$ cat src/rtl/axi_stream_pkg.sv
// Shared types for the AXI-stream master/slave pair: default width, packet FSM
// states and the 4-bit saturating length type.
package axi_stream_pkg;

    localparam int DATA_W_DEFAULT = 256;
    localparam int LEN_W          = 4;

    typedef logic [LEN_W-1:0] len_t;

    localparam len_t LEN_MAX = len_t'((1 << LEN_W) - 1);

    typedef enum logic {
        IDLE   = 1'b0,
        IN_PKT = 1'b1
    } pkt_state_e;

    function automatic len_t satInc(input len_t value);
        return (value == LEN_MAX) ? value : value + len_t'(1);
    endfunction

endpackage

$ cat src/rtl/sync_fifo.sv
// Single-clock FIFO with registered occupancy; the head word reads as zero
// whenever the FIFO is empty.
module sync_fifo #(
    parameter int WIDTH = 8,
    parameter int DEPTH = 4
) (
    input  logic                       clk,
    input  logic                       rst,
    input  logic                       push_i,
    input  logic [WIDTH-1:0]           wdata_i,
    input  logic                       pop_i,
    output logic [WIDTH-1:0]           rdata_o,
    output logic                       full_o,
    output logic                       empty_o,
    output logic [$clog2(DEPTH+1)-1:0] count_o
);

    localparam int AW = $clog2(DEPTH);
    localparam int CW = $clog2(DEPTH + 1);

    logic [WIDTH-1:0] mem_q [DEPTH];
    logic [AW-1:0]    wrPtr_q;
    logic [AW-1:0]    rdPtr_q;
    logic [CW-1:0]    count_q;
    logic             doPush;
    logic             doPop;

    assign full_o  = (count_q == CW'(DEPTH));
    assign empty_o = (count_q == '0);
    assign count_o = count_q;
    assign doPush  = push_i && !full_o;
    assign doPop   = pop_i && !empty_o;
    assign rdata_o = empty_o ? '0 : mem_q[rdPtr_q];

    // Storage carries no reset; the empty gating above hides stale words.
    always_ff @(posedge clk) begin
        if (doPush) begin
            mem_q[wrPtr_q] <= wdata_i;
        end
    end

    always_ff @(posedge clk) begin
        if (rst) begin
            wrPtr_q <= '0;
            rdPtr_q <= '0;
            count_q <= '0;
        end else begin
            if (doPush) begin
                wrPtr_q <= wrPtr_q + AW'(1);
            end
            if (doPop) begin
                rdPtr_q <= rdPtr_q + AW'(1);
            end
            case ({doPush, doPop})
                2'b10:   count_q <= count_q + CW'(1);
                2'b01:   count_q <= count_q - CW'(1);
                default: count_q <= count_q;
            endcase
        end
    end

endmodule

$ cat src/rtl/axi_stream_slave.sv
// AXI-stream receiver: buffers beats in a small FIFO and reports per-packet
// length, length errors and a running packet count from the input side.
module axi_stream_slave
    import axi_stream_pkg::*;
#(
    parameter int DATA_W     = DATA_W_DEFAULT,
    parameter int FIFO_DEPTH = 4
) (
    input  logic              clk,
    input  logic              rst,
    input  logic [DATA_W-1:0] s_tdata,
    input  logic              s_tvalid,
    input  logic              s_tlast,
    output logic              s_tready,
    input  len_t              packet_size,
    output logic [DATA_W-1:0] m_data,
    output logic              m_last,
    output logic              m_valid,
    input  logic              m_ready,
    output logic              pkt_done,
    output len_t              pkt_len,
    output logic              len_err,
    output logic [7:0]        pkt_count
);

    localparam int CNT_W = $clog2(FIFO_DEPTH + 1);

    logic             fifoFull;
    logic             fifoEmpty;
    logic [CNT_W-1:0] fifoCount;
    logic [DATA_W:0]  fifoRdata;
    logic             beatAccept;

    pkt_state_e state_q, state_d;
    len_t       beatCnt_q, beatCnt_d;
    len_t       pktLen_q, pktLen_d;
    logic       lenErr_q, lenErr_d;
    logic       pktDone_q, pktDone_d;
    logic [7:0] pktCount_q, pktCount_d;
    len_t       beatBase;
    len_t       beatNext;

    // Ready depends only on occupancy at cycle start, so a full FIFO never
    // accepts even when the consumer pops in the same cycle.
    assign s_tready   = !fifoFull && !rst;
    assign beatAccept = s_tvalid && s_tready;
    assign m_valid    = !fifoEmpty;
    assign {m_last, m_data} = fifoRdata;

    sync_fifo #(
        .WIDTH (DATA_W + 1),
        .DEPTH (FIFO_DEPTH)
    ) u_fifo (
        .clk     (clk),
        .rst     (rst),
        .push_i  (beatAccept),
        .wdata_i ({s_tlast, s_tdata}),
        .pop_i   (m_valid && m_ready),
        .rdata_o (fifoRdata),
        .full_o  (fifoFull),
        .empty_o (fifoEmpty),
        .count_o (fifoCount)
    );

    occupancyBound: assert property (@(posedge clk) disable iff (rst)
        fifoCount <= CNT_W'(FIFO_DEPTH));

    always_ff @(posedge clk) begin
        if (rst) begin
            state_q <= IDLE;
        end else begin
            state_q <= state_d;
        end
    end

    always_comb begin
        state_d = state_q;
        case (state_q)
            IDLE:    if (beatAccept && !s_tlast) state_d = IN_PKT;
            IN_PKT:  if (beatAccept && s_tlast)  state_d = IDLE;
            default: state_d = IDLE;
        endcase
    end

    // A saturated count never equals a requested size below 15, so a single
    // inequality also covers over-long packets; size 0 disables the check.
    always_comb begin
        beatBase   = (state_q == IN_PKT) ? beatCnt_q : '0;
        beatNext   = satInc(beatBase);
        beatCnt_d  = beatCnt_q;
        pktLen_d   = pktLen_q;
        lenErr_d   = lenErr_q;
        pktCount_d = pktCount_q;
        pktDone_d  = 1'b0;
        if (beatAccept) begin
            beatCnt_d = beatNext;
            if (s_tlast) begin
                beatCnt_d  = '0;
                pktDone_d  = 1'b1;
                pktLen_d   = beatNext;
                lenErr_d   = (packet_size != '0) && (beatNext != packet_size);
                pktCount_d = pktCount_q + 8'd1;
            end
        end
    end

    always_ff @(posedge clk) begin
        if (rst) begin
            beatCnt_q  <= '0;
            pktLen_q   <= '0;
            lenErr_q   <= 1'b0;
            pktDone_q  <= 1'b0;
            pktCount_q <= '0;
        end else begin
            beatCnt_q  <= beatCnt_d;
            pktLen_q   <= pktLen_d;
            lenErr_q   <= lenErr_d;
            pktDone_q  <= pktDone_d;
            pktCount_q <= pktCount_d;
        end
    end

    assign pkt_done  = pktDone_q;
    assign pkt_len   = pktLen_q;
    assign len_err   = lenErr_q;
    assign pkt_count = pktCount_q;

endmodule
$ cat config.mk
export PLATFORM = sky130hd
export DESIGN_NAME = axi_stream_slave
export DESIGN_NICKNAME = d
export VERILOG_FILES = /design/src/rtl/axi_stream_pkg.sv /design/src/rtl/sync_fifo.sv /design/src/rtl/axi_stream_slave.sv
export SDC_FILE = /design/constraint.sdc
export NUM_CORES = 1
export LEC_CHECK = 0
export ABC_CLOCK_PERIOD_IN_PS = 17700
export BUFFER_PORTS_ARGS = -buffer_cell sky130_fd_sc_hd__buf_2
export CAP_MARGIN = 40
export CORE_ASPECT_RATIO = 0.9
export CORE_MARGIN = 2
export CORE_UTILIZATION = 62
export DETAILED_ROUTE_END_ITERATION = 16
export GPL_ROUTABILITY_DRIVEN = 1
export PLACE_DENSITY = 0.85
export RECOVER_POWER = 50
export SYNTH_ARGS = -nofsm -noshare
export SYNTH_HDL_FRONTEND = slang
export SYNTH_HIERARCHICAL = 1
export SYNTH_SLANG_ARGS = --single-unit
$ cat constraint.sdc
create_clock -name clk -period 17.7 [get_ports clk]
set_input_delay 0.885 -clock clk [delete_from_list [all_inputs] [get_ports clk]]
set_output_delay 0.885 -clock clk [all_outputs]
set_load 0.005 [all_outputs]
==> results of run 1 <==
-- routing by layer --
| layer | share of wire | wire length, um | vias to the layer above | track usage |
|---|---|---|---|---|
| met2 | 0.52 | 51380 | 1286 | 0.5003 |
| met5 | 0.0019 | 189 | - | 0 |
| met4 | 0.041 | 4019 | 30 | 0.1235 |
| met1 | 0.34 | 33140 | 10740 | 0.3667 |
| li1 | - | - | 8471 | - |
| met3 | 0.095 | 9291 | 274 | 0.07675 |
-- cells by family after synthesis --
logic type,count (synthesis)
xor+xnor,14
flops,1056
compound gates,21
mux,262
buf+inv,103
simple gates,319
fa+ha+maj,8
-- power by group through the flow --
stage / registers, uW / logic, uW / clock network, uW
finish: 2820 / 371 / 2100
floorplan: 2870 / 182 / 0
global placement: 2860 / 346 / 0
CTS: 2820 / 379 / 2120
global route: 2820 / 395 / 2200
detailed placement: 2870 / 367 / 0
-- layout make-up --
| cell class | instances | area share |
|---|---|---|
| Sequential cell | 1056 | 0.6695 |
| Multi-Input combinational cell | 624 | 0.1734 |
| Timing Repair Buffer | 584 | 0.06405 |
| Clock buffer | 113 | 0.05433 |
| Tap cell | 855 | 0.02278 |
| Clock inverter | 73 | 0.01402 |
| Antenna cell | 21 | 0.001119 |
| Inverter | 11 | 0.0008793 |
-- sequential cells by signal (all words and copies together), names as in the netlist, named ones only --
signal / count
pkt_len: 4
beatCnt_q: 4
u_fifo/rdPtr_q: 2
u_fifo/mem_q: 1028
u_fifo/count_o: 3
pkt_done: 1
len_err: 1
pkt_count: 8
u_fifo/wrPtr_q: 2
-- critical path: cells and delay by family (launching register included) --
family	cells	cell delay (ns)
buf+inv	3	3.55
flops	1	0.35
simple gates	2	0.60
-- metrics by stage --
step | hold slack, ns | setup WS (ns)
2_1_floorplan | 0.4484 | 9.455
3_3_place_gp | 0.4659 | 12.89
3_5_place_dp | 0.4813 | 13.12
4_1_cts | 0.4024 | 12.63
5_1_grt | 0.4715 | 11.31
6_report | 0.4892 | 11.57
-- cells in the final DEF, fill, tap and decap left out, types with 3 or more instances in the layout --
master / n
mux4_2: 257
buf_12: 6
nand2b_1: 4
nand3_1: 3
nor2_1: 24
clkinv_1: 28
nand2_1: 5
nor2b_1: 260
mux2i_1: 5
xor2_1: 10
dfxtp_1: 26
ha_1: 7
bufinv_16: 9
inv_6: 3
buf_4: 24
nor3_1: 4
o21ai_0: 5
clkinvlp_4: 7
clkbuf_1: 281
xnor2_1: 4
clkinv_2: 20
inv_1: 11
buf_2: 274
edfxtp_1: 1028
clkbuf_16: 100
diode_2: 21
a21oi_1: 8
and2_0: 5
buf_16: 12
or3_1: 3
-- worst max path at each step --
stage | to | from | slack (ns)
3_3_place_gp | u_fifo/mem_q[2][180]$_DFFE_PP_ | rst | 12.89
3_5_place_dp | u_fifo/mem_q[2][182]$_DFFE_PP_ | rst | 13.12
4_1_cts | m_data[164] | register | 12.63
6_report | m_data[191] | u_fifo/count_o[1]$_SDFFE_PP0P_ | 11.57
2_1_floorplan | u_fifo/mem_q[0][0]$_DFFE_PP_ | rst | 9.46
5_1_grt | m_data[190] | u_fifo/count_o[1]$_SDFFE_PP0P_ | 11.31
==> reports/metrics.csv, run 1 <==
metric;value;unit
synth_top_area_frac;0.7677;
yosysWarnings;6;
worstPathMaxFanout;65;
synth-simple-area-share;0.04851;
fin_cells;3337;
power_density;112.5;mW/mm2
hold_class;in -> reg;
timing.final.crit_share;0.3461;
synth-seq-cells;1056;
htree_levels;3;
rows;88;
dr.pass1.iters;7;
p_comb_frac;0.070;
port_buffers;537;
drt_iter0_drc;2516;
syn_avg_cell_area;22.55;um2
multi_input_area;0.008140;mm2
nFillCells;3530;
antenna_left;0;
clockBufferDepth;3;
antenna_found_initial;32;
crit_path_cell_trace;nor3_1 -> clkbuf_1 -> buf_4 -> nor2b_1 -> buf_2;
worst_slew_pin_slew;3.338;ns
final_util;0.7328;
drv_slew;126;
seq_area_frac_synth;0.7817;
syn_inst;1783;
slew_headroom;-1.225;
fp.dieH;245.6;um
clkPwrFrac;0.397;
grt_usage;0.2956;
clk_latency;0.66;ns
drive_gt1_frac;0.2946;
tns;0;ns
swShare;0.2196;
r2r-end;u_fifo/mem_q[2][178]$_DFFE_PP_;
setup_viol;0;
numCtsBuffers;99;
seq_area;0.03144;mm2
fin_nets;2649;
first_global_vias;21830;
netlist_area;0.04021;mm2
via_per_inst;6.232;
synth_compound_gate_area_share;0.003205;
dp_cells;3130;
min_from;s_tdata[40];
drc;0;
grt_max_degree;66;
ys_types;40;
p_seq_frac;0.533;
wire_per_inst;29.37;um
violations;max-capacitance violations, max-slew violations;
cts_setup_buffers;0;
p_leak;0.01524;uW
critPathSlowestCell;clkbuf_1;
synthMuxAreaShare;0.1453;
area_growth_syn_to_layout;16.79;%
synth_top_family_by_area;multiplexers;
hold_viol;0;
cts_tree;built;
ir_worst_vdd;0.1498;mV
yosysMostFrequentCell;edfxtp_1;
hold_depth;1;
p_int;4123;uW
synth-edff-count;1028;
crit_path_start_kind;register;
ys.flop_type;edfxtp_1;
die_area;0.06691;mm2
routabilityCongestion;0.8013;
core_area;0.06408;mm2
report.power.total;5283;uW
clock_sinks;1056;
cts-hold-fix-buffers;0;
post-dp-hpwl;55470;um
cp_data_required_time;16.82;ns
worstPathArrival;5.24;ns
critical_path.max_stage_delay;2.36;ns
reg2reg_from;u_fifo/count_o[0]$_SDFFE_PP0P_;
r2r_setup_slack;12.06;ns
synth.top_cells.by_count;edfxtp_1, nor2b_1, mux4_2;
place_area;0.04407;mm2
synth_area_leaders;edfxtp_1, mux4_2, nor2b_1;
synthXorXnorAreaFrac;0.003050;
clock.fmax;163.2;MHz
initial_utilization;0.6275;
p_switching;1160;uW
period_minus_slack;6.126;ns
outcome;finished, violations left;
cts-root-buf;clkbuf_16;
async_flop_share;0;
synth_fp_nets;2056;
rsz0062_at_grt;false;
drv_cap;3;
die_w;272.4;um
finalInstanceArea;0.04696;mm2
ios;538;
vias;20800;
yosys.area_share.adder;0.002676;
yosys.area.top_type;edfxtp_1;
r2r.worst_path.cells;9;
grt_overflow_total;0;
path_class;reg -> out;
cts_resized;0;
clk_pin_slew;0.06;ns
end_kind;primary output;
grt_pass1_wl;143500;um
min_delay_worst_endpoint;u_fifo/mem_q[3][40]$_DFFE_PP_;
skew;0.03884;ns
totalWireLength;98020;um
Note: power is estimated with default switching activity, not from simulation.
==> run 2, diff against run 1 <==
--- a/config.mk
+++ b/config.mk
@@ -5,15 +5,15 @@
 export SDC_FILE = /design/constraint.sdc
 export NUM_CORES = 1
 export LEC_CHECK = 0
-export ABC_CLOCK_PERIOD_IN_PS = 17700
+export ABC_CLOCK_PERIOD_IN_PS = 5750
 export BUFFER_PORTS_ARGS = -buffer_cell sky130_fd_sc_hd__buf_2
 export CAP_MARGIN = 40
 export CORE_ASPECT_RATIO = 0.9
 export CORE_MARGIN = 2
-export CORE_UTILIZATION = 62
+export CORE_UTILIZATION = 57
 export DETAILED_ROUTE_END_ITERATION = 16
 export GPL_ROUTABILITY_DRIVEN = 1
-export PLACE_DENSITY = 0.85
+export PLACE_DENSITY = 0.79
 export RECOVER_POWER = 50
 export SYNTH_ARGS = -nofsm -noshare
 export SYNTH_HDL_FRONTEND = slang
==> constraint.sdc (replaced) <==
create_clock -name clk -period 5.75 [get_ports clk]
set_input_delay 0.2875 -clock clk [delete_from_list [all_inputs] [get_ports clk]]
set_output_delay 0.2875 -clock clk [all_outputs]
set_load 0.005 [all_outputs]
==> run 2 against run 1 <==
The flow still finishes with violations (max-capacitance violations, max-slew violations). Critical path depth grew 3. Non-clock buffer count grew 236. Combinational power grew to 3.3 times the previous value. First-iteration DRC count shrank 14%. Setup slack lost 10 ns. Register-to-register slack lost 11 ns. Sequential share of layout area shrank 3.4 points. Final area grew 5.3%. Critical endpoint is now u_fifo/mem_q[0][250]$_DFFE_PP_.
==> reports/metrics.csv, run 2 (synthesis gave the netlist of run 1 again) <==
metric;value;unit
outcome;finished, violations left;
violations;max-capacitance violations, max-slew violations;
antenna_found_initial;12;
skew;0.04120;ns
fin_nets;2886;
drt_iter0_drc;2175;
clk_latency;0.65;ns
r2r-end;u_fifo/mem_q[0][250]$_DFFE_PP_;
ios;538;
setup_viol;0;
p_seq_frac;0.524;
totalWireLength;93370;um
reg2reg_from;u_fifo/count_o[0]$_SDFFE_PP0P_;
worst_slew_pin_slew;2.378;ns
cp_top_family;simple AND/OR/NAND/NOR gates;
drv_cap;2;
hold_class;in -> reg;
grt_pass1_wl;140100;um
r2r_setup_slack;1.51;ns
period_minus_slack;4.236;ns
drc;0;
drv_slew;55;
path_class;reg -> reg;
layout_common_cells;edfxtp_1, clkbuf_1, buf_2, nor2b_1, dlygate4sd3_1;
clock.fmax;236.1;MHz
worstPathArrival;4.50;ns
drive_gt1_frac;0.2595;
cts_tree;built;
vias;21190;
crit_path_start_kind;register;
grt_overflow_total;0;
initial_utilization;0.5755;
slew_headroom;-0.5851;
routabilityCongestion;0.7922;
p_switching;3578;uW
clock_sinks;1056;
hold_depth;4;
port_buffers;537;
area_growth_syn_to_layout;23.03;%
tns;0;ns
largest_reg_flops;1028;
numCtsBuffers;100;
post-dp-hpwl;51320;um
min_delay_worst_endpoint;beatCnt_q[0]$_SDFFE_PP0P_;
crit_path_cell_trace;nor3b_1 -> nor2_1 -> nand2_1 -> inv_1 -> inv_1 -> nor2_1 -> and2_1 -> buf_4;
clk_pin_slew;0.06;ns
p_comb_frac;0.075;
swShare;0.2166;
power_density;333.9;mW/mm2
first_global_vias;22220;
critPathSlowestCell;and2_1;
hold_viol;0;
cts-root-buf;clkbuf_16;
end_kind;register;
p_leak;0.01618;uW
dr.pass1.iters;5;
via_per_inst;5.804;
worstPathMaxFanout;40;
clockBufferDepth;3;
rsz0062_at_grt;false;
die_w;284.0;um
top_register;u_fifo/mem_q;
critical_path.max_stage_delay;1.79;ns
grt_usage;0.2578;
timing.final.crit_share;0.7367;
cp_data_required_time;6.01;ns
final_common_cell;edfxtp_1;
r2r.worst_path.cells;8;
final_util;0.7080;
min_from;s_tvalid;
core_area;0.06987;mm2
wire_per_inst;25.58;um
rows;92;
antenna_left;0;
clkPwrFrac;0.400;
ir_worst_vdd;0.4016;mV
htree_levels;3;
die_area;0.07268;mm2
fp.dieH;256.0;um
worst-path-buf-inv;3;
grt_max_degree;179;
p_int;12940;uW
-- run 2: changes by cell type in the layout (fill, tap and decap cells not counted), moves of 7 or more --
| cell | previous run | this run |
|---|---|---|
| buf_12 | 6 | 13 |
| buf_16 | 12 | 2 |
| buf_2 | 274 | 261 |
| buf_4 | 24 | 9 |
| clkbuf_1 | 281 | 295 |
| clkinv_1 | 28 | 17 |
| diode_2 | 21 | 13 |
| dlygate4sd3_1 | 0 | 258 |
-- run 2: how the worst max path moves through the flow --
stage | slack, ns | end | depth (start not counted) | startpoint
4_1_cts | 2.22 | m_data[147] | 5 | u_fifo/count_o[1]$_SDFFE_PP0P_
2_1_floorplan | 0.87 | u_fifo/mem_q[0][0]$_DFFE_PP_ | 7 | u_fifo/count_o[0]$_SDFFE_PP0P_
5_1_grt | 1.04 | u_fifo/mem_q[0][246]$_DFFE_PP_ | 8 | u_fifo/count_o[0]$_SDFFE_PP0P_
6_report | 1.51 | u_fifo/mem_q[0][250]$_DFFE_PP_ | 8 | u_fifo/count_o[0]$_SDFFE_PP0P_
3_3_place_gp | 2.48 | u_fifo/mem_q[1][58]$_DFFE_PP_ | 8 | rst
3_5_place_dp | 2.59 | u_fifo/mem_q[2][132]$_DFFE_PP_ | 8 | u_fifo/count_o[0]$_SDFFE_PP0P_
-- run 2: power groups by stage --
stage	registers (uW)	clock network [uW]	logic, uW
3_3_place_gp	8800	0	1060
6_report	8660	6610	1240
2_1_floorplan	8820	0	561
4_1_cts	8660	6680	1260
3_5_place_dp	8820	0	1100
5_1_grt	8670	6980	1340
-- run 2: layer usage --
layer | part of all wire | GRT usage | up-vias
li1 | - | - | 8921
met1 | 0.37 | 0.3398 | 10920
met2 | 0.52 | 0.4371 | 1141
met3 | 0.077 | 0.04697 | 202
met5 | 0.00036 | 0 | -
met4 | 0.035 | 0.09142 | 6
-- run 2: area by class of cell --
class                      instances  area [um2]
fill                            4094       20400
timing repair buffer             820        5313
multi-input combinational        624        8138
antenna                           13       32.53
inverter                          11       41.29
sequential                      1056       31440
clock inverter                    67       757.0
tap                              940        1176
clock buffer                     119        2574
-- run 2: worst register-to-register path, cell delays in order, from the launching register on --
cell and delay [ns]:
dfxtp_1 0.41, nor3b_1 0.13, nor2_1 0.15, nand2_1 0.16, inv_1 0.13, inv_1 0.07, nor2_1 0.29, and2_1 1.80
buf_4 0.69
-- run 2: per-stage QoR --
step           hold slack (ns)  cells  instance area (um2)  setup WS [ns]  power (uW)
3_3_place_gp            0.4649   3191                43850          2.484        9869
4_1_cts                0.02425   3637                49810          2.215       16600
2_1_floorplan           0.3864   1783                40210         0.8655        9380
6_report               0.06457   3650                49470          1.514       16520
3_5_place_dp            0.4800   3193                43900          2.585        9916
5_1_grt                0.05669   3646                49460          1.039       16980
-- run 2: what timing repair did --
item,in CTS,in global routing
endpoints found under the hold margin,1029,0
buffers inserted,0,0
gates resized for setup,0,0
hold buffers,258,0
